==> src/rtl/bcd_pkg.sv <==
// Shared types and constants for the sequential BCD-to-binary decoder.
// Latency: n/a (package only).
// Backpressure: n/a (package only).
package bcd_pkg;

  typedef enum logic [1:0] {
    IDLE = 2'd0,
    CONV = 2'd1,
    DONE = 2'd2
  } state_t;

  localparam int BCD_DIGIT_W = 4;
  localparam int BCD_MAX     = 9;

  // Smallest binary width that can hold every value of a digits-wide BCD word,
  // i.e. the smallest w with 2^w >= 10^digits.
  function automatic int min_bin_width(input int digits);
    longint unsigned pow10;
    pow10 = 1;
    for (int i = 0; i < digits; i++) pow10 = pow10 * 10;
    for (int w = 0; w < 63; w++) begin
      if ((64'd1 << w) >= pow10) return w;
    end
    return 63;
  endfunction

endpackage

==> src/rtl/bcd_to_bin_mac10.sv <==
// Purpose: one decimal multiply-accumulate step, acc*10 + digit, truncated to BIN_W.
// Latency: combinational.
// Backpressure: none (pure function of its inputs).
// Ports: acc (running value), digit (next BCD nibble), acc_next (updated value),
//        digit_err (nibble outside 0..9; raw value is still accumulated).
module bcd_mac10
  import bcd_pkg::*;
#(
  parameter int BIN_W = 14
) (
  input  logic [BIN_W-1:0]       acc,
  input  logic [BCD_DIGIT_W-1:0] digit,
  output logic [BIN_W-1:0]       acc_next,
  output logic                   digit_err
);

  // x*10 as x*8 + x*2 keeps this to two adders instead of a multiplier.
  assign acc_next  = (acc << 3) + (acc << 1) + BIN_W'(digit);
  assign digit_err = (digit > BCD_DIGIT_W'(BCD_MAX));

endmodule

==> src/rtl/bcd_to_bin.sv <==
// Purpose: converts a packed multi-digit BCD word to binary, one digit per clock, MSD first.
// Latency: out_valid rises DIGITS cycles after the accept edge; one word per DIGITS+2 cycles.
// Backpressure: in_ready only in IDLE; result held in DONE until out_ready.
// Ports: sys_clk/sys_reset (async active-high), in_valid/in_ready/bcd_in (input word),
//        out_valid/out_ready/bin_out/out_err (result), busy (conversion in progress).
module bcd_to_bin
  import bcd_pkg::*;
#(
  parameter int DIGITS = 4,
  parameter int BIN_W  = 14
) (
  input  logic                          sys_clk,
  input  logic                          sys_reset,
  input  logic                          in_valid,
  output logic                          in_ready,
  input  logic [BCD_DIGIT_W*DIGITS-1:0] bcd_in,
  output logic                          out_valid,
  input  logic                          out_ready,
  output logic [BIN_W-1:0]              bin_out,
  output logic                          out_err,
  output logic                          busy
);

  localparam int WORD_W = BCD_DIGIT_W * DIGITS;
  localparam int CNT_W  = (DIGITS > 1) ? $clog2(DIGITS) : 1;

  if (DIGITS < 1 || DIGITS > 8) begin : g_bad_digits
    $fatal(1, "bcd_to_bin: DIGITS=%0d outside 1..8", DIGITS);
  end
  if (BIN_W < min_bin_width(DIGITS)) begin : g_bad_width
    $fatal(1, "bcd_to_bin: BIN_W=%0d too narrow for %0d digits", BIN_W, DIGITS);
  end

  state_t             state;
  state_t             state_nxt;
  logic [WORD_W-1:0]  shreg;
  logic [CNT_W-1:0]   cnt;
  logic [BIN_W-1:0]   acc;
  logic               err;

  logic               first_step;
  logic [BIN_W-1:0]   mac_acc;
  logic [BIN_W-1:0]   mac_next;
  logic               mac_err;

  // Clearing of acc/err is folded into the first CONV step so that bin_out
  // keeps showing the previous result until that edge.
  assign first_step = (cnt == CNT_W'(DIGITS - 1));
  assign mac_acc    = first_step ? '0 : acc;

  bcd_mac10 #(
    .BIN_W (BIN_W)
  ) u_mac10 (
    .acc       (mac_acc),
    .digit     (shreg[WORD_W-1 -: BCD_DIGIT_W]),
    .acc_next  (mac_next),
    .digit_err (mac_err)
  );

  always_ff @(posedge sys_clk or posedge sys_reset) begin
    if (sys_reset) begin
      state <= IDLE;
    end else begin
      state <= state_nxt;
    end
  end

  always_comb begin
    state_nxt = state;
    case (state)
      IDLE:    if (in_valid)      state_nxt = CONV;
      CONV:    if (cnt == '0)     state_nxt = DONE;
      DONE:    if (out_ready)     state_nxt = IDLE;
      default:                    state_nxt = IDLE;
    endcase
  end

  always_ff @(posedge sys_clk or posedge sys_reset) begin
    if (sys_reset) begin
      shreg <= '0;
      cnt   <= '0;
      acc   <= '0;
      err   <= 1'b0;
    end else begin
      case (state)
        IDLE: begin
          if (in_valid) begin
            shreg <= bcd_in;
            cnt   <= CNT_W'(DIGITS - 1);
          end
        end
        CONV: begin
          acc   <= mac_next;
          err   <= (first_step ? 1'b0 : err) | mac_err;
          shreg <= shreg << BCD_DIGIT_W;
          cnt   <= cnt - CNT_W'(1);
        end
        default: begin
        end
      endcase
    end
  end

  // Handshake outputs depend on state only.
  assign in_ready  = (state == IDLE);
  assign busy      = (state == CONV);
  assign out_valid = (state == DONE);
  assign bin_out   = acc;
  assign out_err   = err;

endmodule

==> config.mk <==
export PLATFORM = sky130hd
export DESIGN_NAME = bcd_to_bin
export DESIGN_NICKNAME = d
export VERILOG_FILES = /design/src/rtl/bcd_pkg.sv /design/src/rtl/bcd_to_bin_mac10.sv /design/src/rtl/bcd_to_bin.sv
export SDC_FILE = /design/constraint.sdc
export NUM_CORES = 1
export LEC_CHECK = 0
export ABC_AREA = 1
export CORE_UTILIZATION = 49
export DETAILED_ROUTE_END_ITERATION = 7
export PLACE_DENSITY = 0.75
export SKIP_LAST_GASP = 1
export SYNTH_ARGS = -nofsm -noshare
export SYNTH_HDL_FRONTEND = slang
export SYNTH_SLANG_ARGS = --single-unit
==> constraint.sdc <==
create_clock -name sys_clk -period 2.4 [get_ports sys_clk]
set_input_delay 0.6 -clock sys_clk [delete_from_list [all_inputs] [get_ports sys_clk]]
set_output_delay 0.6 -clock sys_clk [all_outputs]
set_load 0.02 [all_outputs]
---- After elaboration in Yosys (flattened, before gate mapping) ----
Cells that the tools add are included.
storage, ports and cells
  flip-flop bits (word level) ............. 35
operators by class
  add/sub/neg operators ................... 3
  $lt $le $gt $ge ......................... 1
  equality and inequality tests ........... 6
  muxes and demuxes ....................... 10
  bitwise operators ....................... 1
  reduce and logical (&&, ||, !) cells .... 5
operator list
  kind                                                   count
  one-hot mux 16 bit (2 select lines)                    1
  two-way mux 16 bit                                     1
  adder 14 bit                                           1
  adder 14 x 4 -> 14 bit                                 1
  two-way mux 13 bit                                     1
  two-way mux 2 bit                                      4
  one-hot mux 2 bit (3 select lines)                     1
  == test 2 bit (second input constant)                  2
  greater-than comparator 4 bit (second input constant)  1
  logical NOT 2 bit                                      2
  != test 2 x 1 -> 1 bit (second input constant)         2
  one-hot mux 2 bit (2 select lines)                     1
  AND reduction 3 bit                                    1
  == test 2 x 1 -> 1 bit (second input constant)         1
  != test 2 bit (second input constant)                  1
  AND reduction 2 bit                                    1
  nonzero test 2 bit                                     1
  subtractor 2 x 1 -> 2 bit (second input constant)      1
  two-way mux 1 bit                                      1
  bitwise OR 1 bit                                       1

---- Depth between registers and ports, before layout ----
  word-level depth ........................ 4
  gate-level depth with buffers ........... 15
  mapped depth without buffers ............ 15

---- Cells and area by module ----
From an unflattened synthesis, not the netlist that was laid out.
second synthesis, totals
  cells, all modules ...................... 365
  area, all modules ....................... 2,686.3 µm²
modules (own cells, without submodules)
  module      times used  cells an instance  area an instance (µm²)
  bcd_to_bin  1           219                1,840.5
  bcd_mac10   1           146                845.8

---- Worst setup path after synthesis ----
No wires, ideal clock.
  path kind ............................... register to register
  start ................................... register cnt[0]
  end ..................................... register acc[10], in the netlist bin_out[10]
  arrival ................................. 2.236 ns
  setup slack ............................. 0.037 ns
  cell stages (with the launch flop) ...... 14
  buffers on the path ..................... 1
  period minus slack after synthesis ...... 2.363 ns
  cells stage by stage .................... dfrtp_1 -> ha_1 -> clkbuf_1 -> nor2_1 -> ha_1 -> ha_1 -> inv_1 -> fa_1 -> nor2_1 -> o21ai_0 -> nand2_1 -> nand2_1 -> nand3_1 -> o21ai_0
between the ends
  longest elaborated chain between the ends .. 4
ends and longest elaborated chain
  what                      RTL line                text
  start: declaration        bcd_to_bin.sv:37        logic [CNT_W-1:0] cnt;
  start signal: assignment  bcd_to_bin.sv:89        cnt <= CNT_W'(DIGITS - 1);
  start signal: assignment  bcd_to_bin.sv:96        cnt <= cnt - CNT_W'(1);
  == test 2 bit             bcd_to_bin.sv:48        assign first_step = (cnt == CNT_W'(DIGITS - 1));
  two-way mux 13 bit        bcd_to_bin.sv:49        assign mac_acc = first_step ? '0 : acc;
  adder 14 bit              bcd_to_bin_mac10.sv:18  assign acc_next = (acc << 3) + (acc << 1) + BIN_W'(digit);
  adder 14 x 4 -> 14 bit    bcd_to_bin_mac10.sv:18
  end signal: assignment    bcd_to_bin.sv:93        acc <= mac_next;
  end: declaration          bcd_to_bin.sv:38        logic [BIN_W-1:0] acc;
Every way passes these cells.
A chain may end at the register's enable or synchronous reset.

---- Worst setup path in the final report ----
  start ................................... register cnt[1]
  end ..................................... register acc[11], in the netlist bin_out[11]
Same word-level chain as after synthesis.

==> reports/metrics.cfg <==
[sta]
max_freq_mhz=428
slew_viol_final=0
finalHoldViolations=0
worst_pin_slew_ns=0.529
max_slew_margin=0.647
fin_crit_sh=0.973
clock_skew_ns=0.00614
setup_viol=0
period_minus_slack_ns=2.33
setup_tns_ns=0

[yosys]
ys_seq_area_frac=0.363
yosys_warnings=0
synth-edff-count=0
synth_top_area_cell=dfrtp_1
yosysMostFrequentCell=nand2_1
ys_ff_latch=35
mappedNetlistNets=361
ys_dominant_reg_cell=dfrtp_1
yosys-top-cells-count=nand2_1, inv_1, dfrtp_1, nor2_1, ha_1
synth_top_area_share=0.363
ys_top_cells_by_area=dfrtp_1, ha_1, nand2_1
netlist_area_um2=2410
ys_types=31
ys_async_sr_fraction=1.00
syn_inst=315
syn_area_per_cell_um2=7.65

[place]
port_buffers=37
dp_cells=417
dp_hpwl_um=3990
place.gp.congestion=0.961
place_area_um2=2840

[clock_network]
clock_path_buffers=2
cts.sinks=35
cts_made_buffers=5
h-tree-depth=2
tritoncts=done
cts_setup_buffers=0
cts_root_buf=clkbuf_8
clkTransAtPathRegs_ns=0.08
clock_latency_ns=0.29

[finish]
diodes=0
fin_area_um2=3160
layout-drive-gt1-share=0.170
nets=403
finalNonFillerCells=425
final_util=0.668
area_delta_synth_final_pct=30.9

[drt]
drt-total-wl_um=5790
first_iter_violations=89
drt_first_pass_iters=4
vias=2207
drcViolationCount=0
drtAntennaViolNets=0
routed_via_density=5.19
wl_per_cell_um=13.6

[min_path]
worstHoldPathType=reg -> reg
hold_end=bin_out[13]$_DFFE_PP0P_
hp-start=bin_out[13]$_DFFE_PP0P_
holdPathStages=2

[global_routing]
grt_antenna_before_repair=0
grt_overflow_total=0
track_usage=0.228
grt_pass1_wl_um=9140
grt_pass1_vias=1948
grt_max_degree=36

[outcome]
status=completed

[floorplan]
die_area_um2=5200
fp.dieW_um=72.1
fp-row-count=25
initial_core_util=0.510
design.core.area_um2=4720
die_y_um=72.1
ios=38

[setup_path]
worstPathRequired_ns=2.58
crit_chain=ha_2 -> inv_4 -> nand2_2 -> fa_2 -> inv_2 -> ha_4 -> nand2_1 -> nor2_1 -> nand3_1 -> nand3_1 -> nand2_1 -> nand3_2 -> nand2_1
r2r_start=cnt[1]$_DFFE_PP0P_
r2r_setup_slack_ns=0.07
worstPathArrival_ns=2.51
crit_top_cell=nand2_1
critPathLaunchType=flop
cp-startpoint=cnt[1]$_DFFE_PP0P_
path_class=reg -> reg
cp_slowest_cell=fa_2
rr_worst_depth=13
critPathMaxStageDelay_ns=0.57
endpoint_kind=flop
cp_max_fo=3
worstReg2RegEnd=bin_out[11]$_DFFE_PP0P_

[run]
cap_violations=0

placed cells by master, fill, tap and decap left out, drive strengths merged, types with 6 or more instances in the layout:
master	count
a21oi	17
buf	8
clkbuf	6
clkdlybuf4s50	37
dfrtp	35
ha	24
inv	48
nand2	80
nand3	14
nor2	38
o21ai	24
critical path, delay by kind of cell, from the launching register on:
kind / cells / cell delay, ns
DFF: 1 / 0.38
buffers and inverters: 2 / 0.13
adders and majority gates: 3 / 1.05
and+or+nand+nor: 8 / 0.66
flip-flops by register name, indices dropped and copies added (netlist names):
name     cells
bin_out     14
cnt          2
state        2
shreg       16
out_err      1
through the flow:
stage,worst slack (ns),hold slack [ns]
floorplan,0.0371,0.454
global placement,0.0128,0.468
detailed placement,-0.0526,0.470
CTS,0.0176,0.488
global route,-0.0506,0.517
finish,0.0657,0.488
cells by family (layout without fill, tap and decap cells):
family / Yosys count / in the layout / synth area share
buffers and inverters: 58 / 101 / 0.110
XOR/XNOR: 3 / 3 / 0.0109
flip-flops: 35 / 35 / 0.363
AO/OA/AOI/OAI: 52 / 52 / 0.127
adder cells (fa/ha/maj): 26 / 26 / 0.141
AND/OR/NAND/NOR: 141 / 141 / 0.247
how the worst max path moves through the flow:
stage                               to  slack, ns  depth (start not counted)
4_1_cts        bin_out[10]$_DFFE_PP0P_       0.02                         11
5_1_grt         bin_out[7]$_DFFE_PP0P_      -0.05                         13
6_report       bin_out[11]$_DFFE_PP0P_       0.07                         13
2_1_floorplan  bin_out[10]$_DFFE_PP0P_       0.04                         13
3_5_place_dp    bin_out[9]$_DFFE_PP0P_      -0.05                         13
3_3_place_gp   bin_out[10]$_DFFE_PP0P_       0.01                         11
cell type report:
class	instances	area [um2]
Timing Repair Buffer	45	434
Multi-Input combinational cell	222	1490
Fill cell	407	1570
Inverter	48	183
Sequential cell	35	876
Clock buffer	6	72.6
Clock inverter	2	12.5
Tap cell	67	83.8
routing by layer:
layer  GRT usage  wire length [um]
met2       0.362              2780
met1       0.319              2760
met3      0.0472               202
met5           0                 0
met4      0.0545                42
what timing repair did:
item / CTS / global route
gates cloned: 0 / 0
pin swaps: 1 / 4
setup endpoints to repair: 10 / 9
gates resized for setup: 7 / 41
hold buffers: 0 / 0
Power is left out: the tool's default activity adds up to more than one toggle a clock period on the data nets, which glitch-free logic cannot reach.
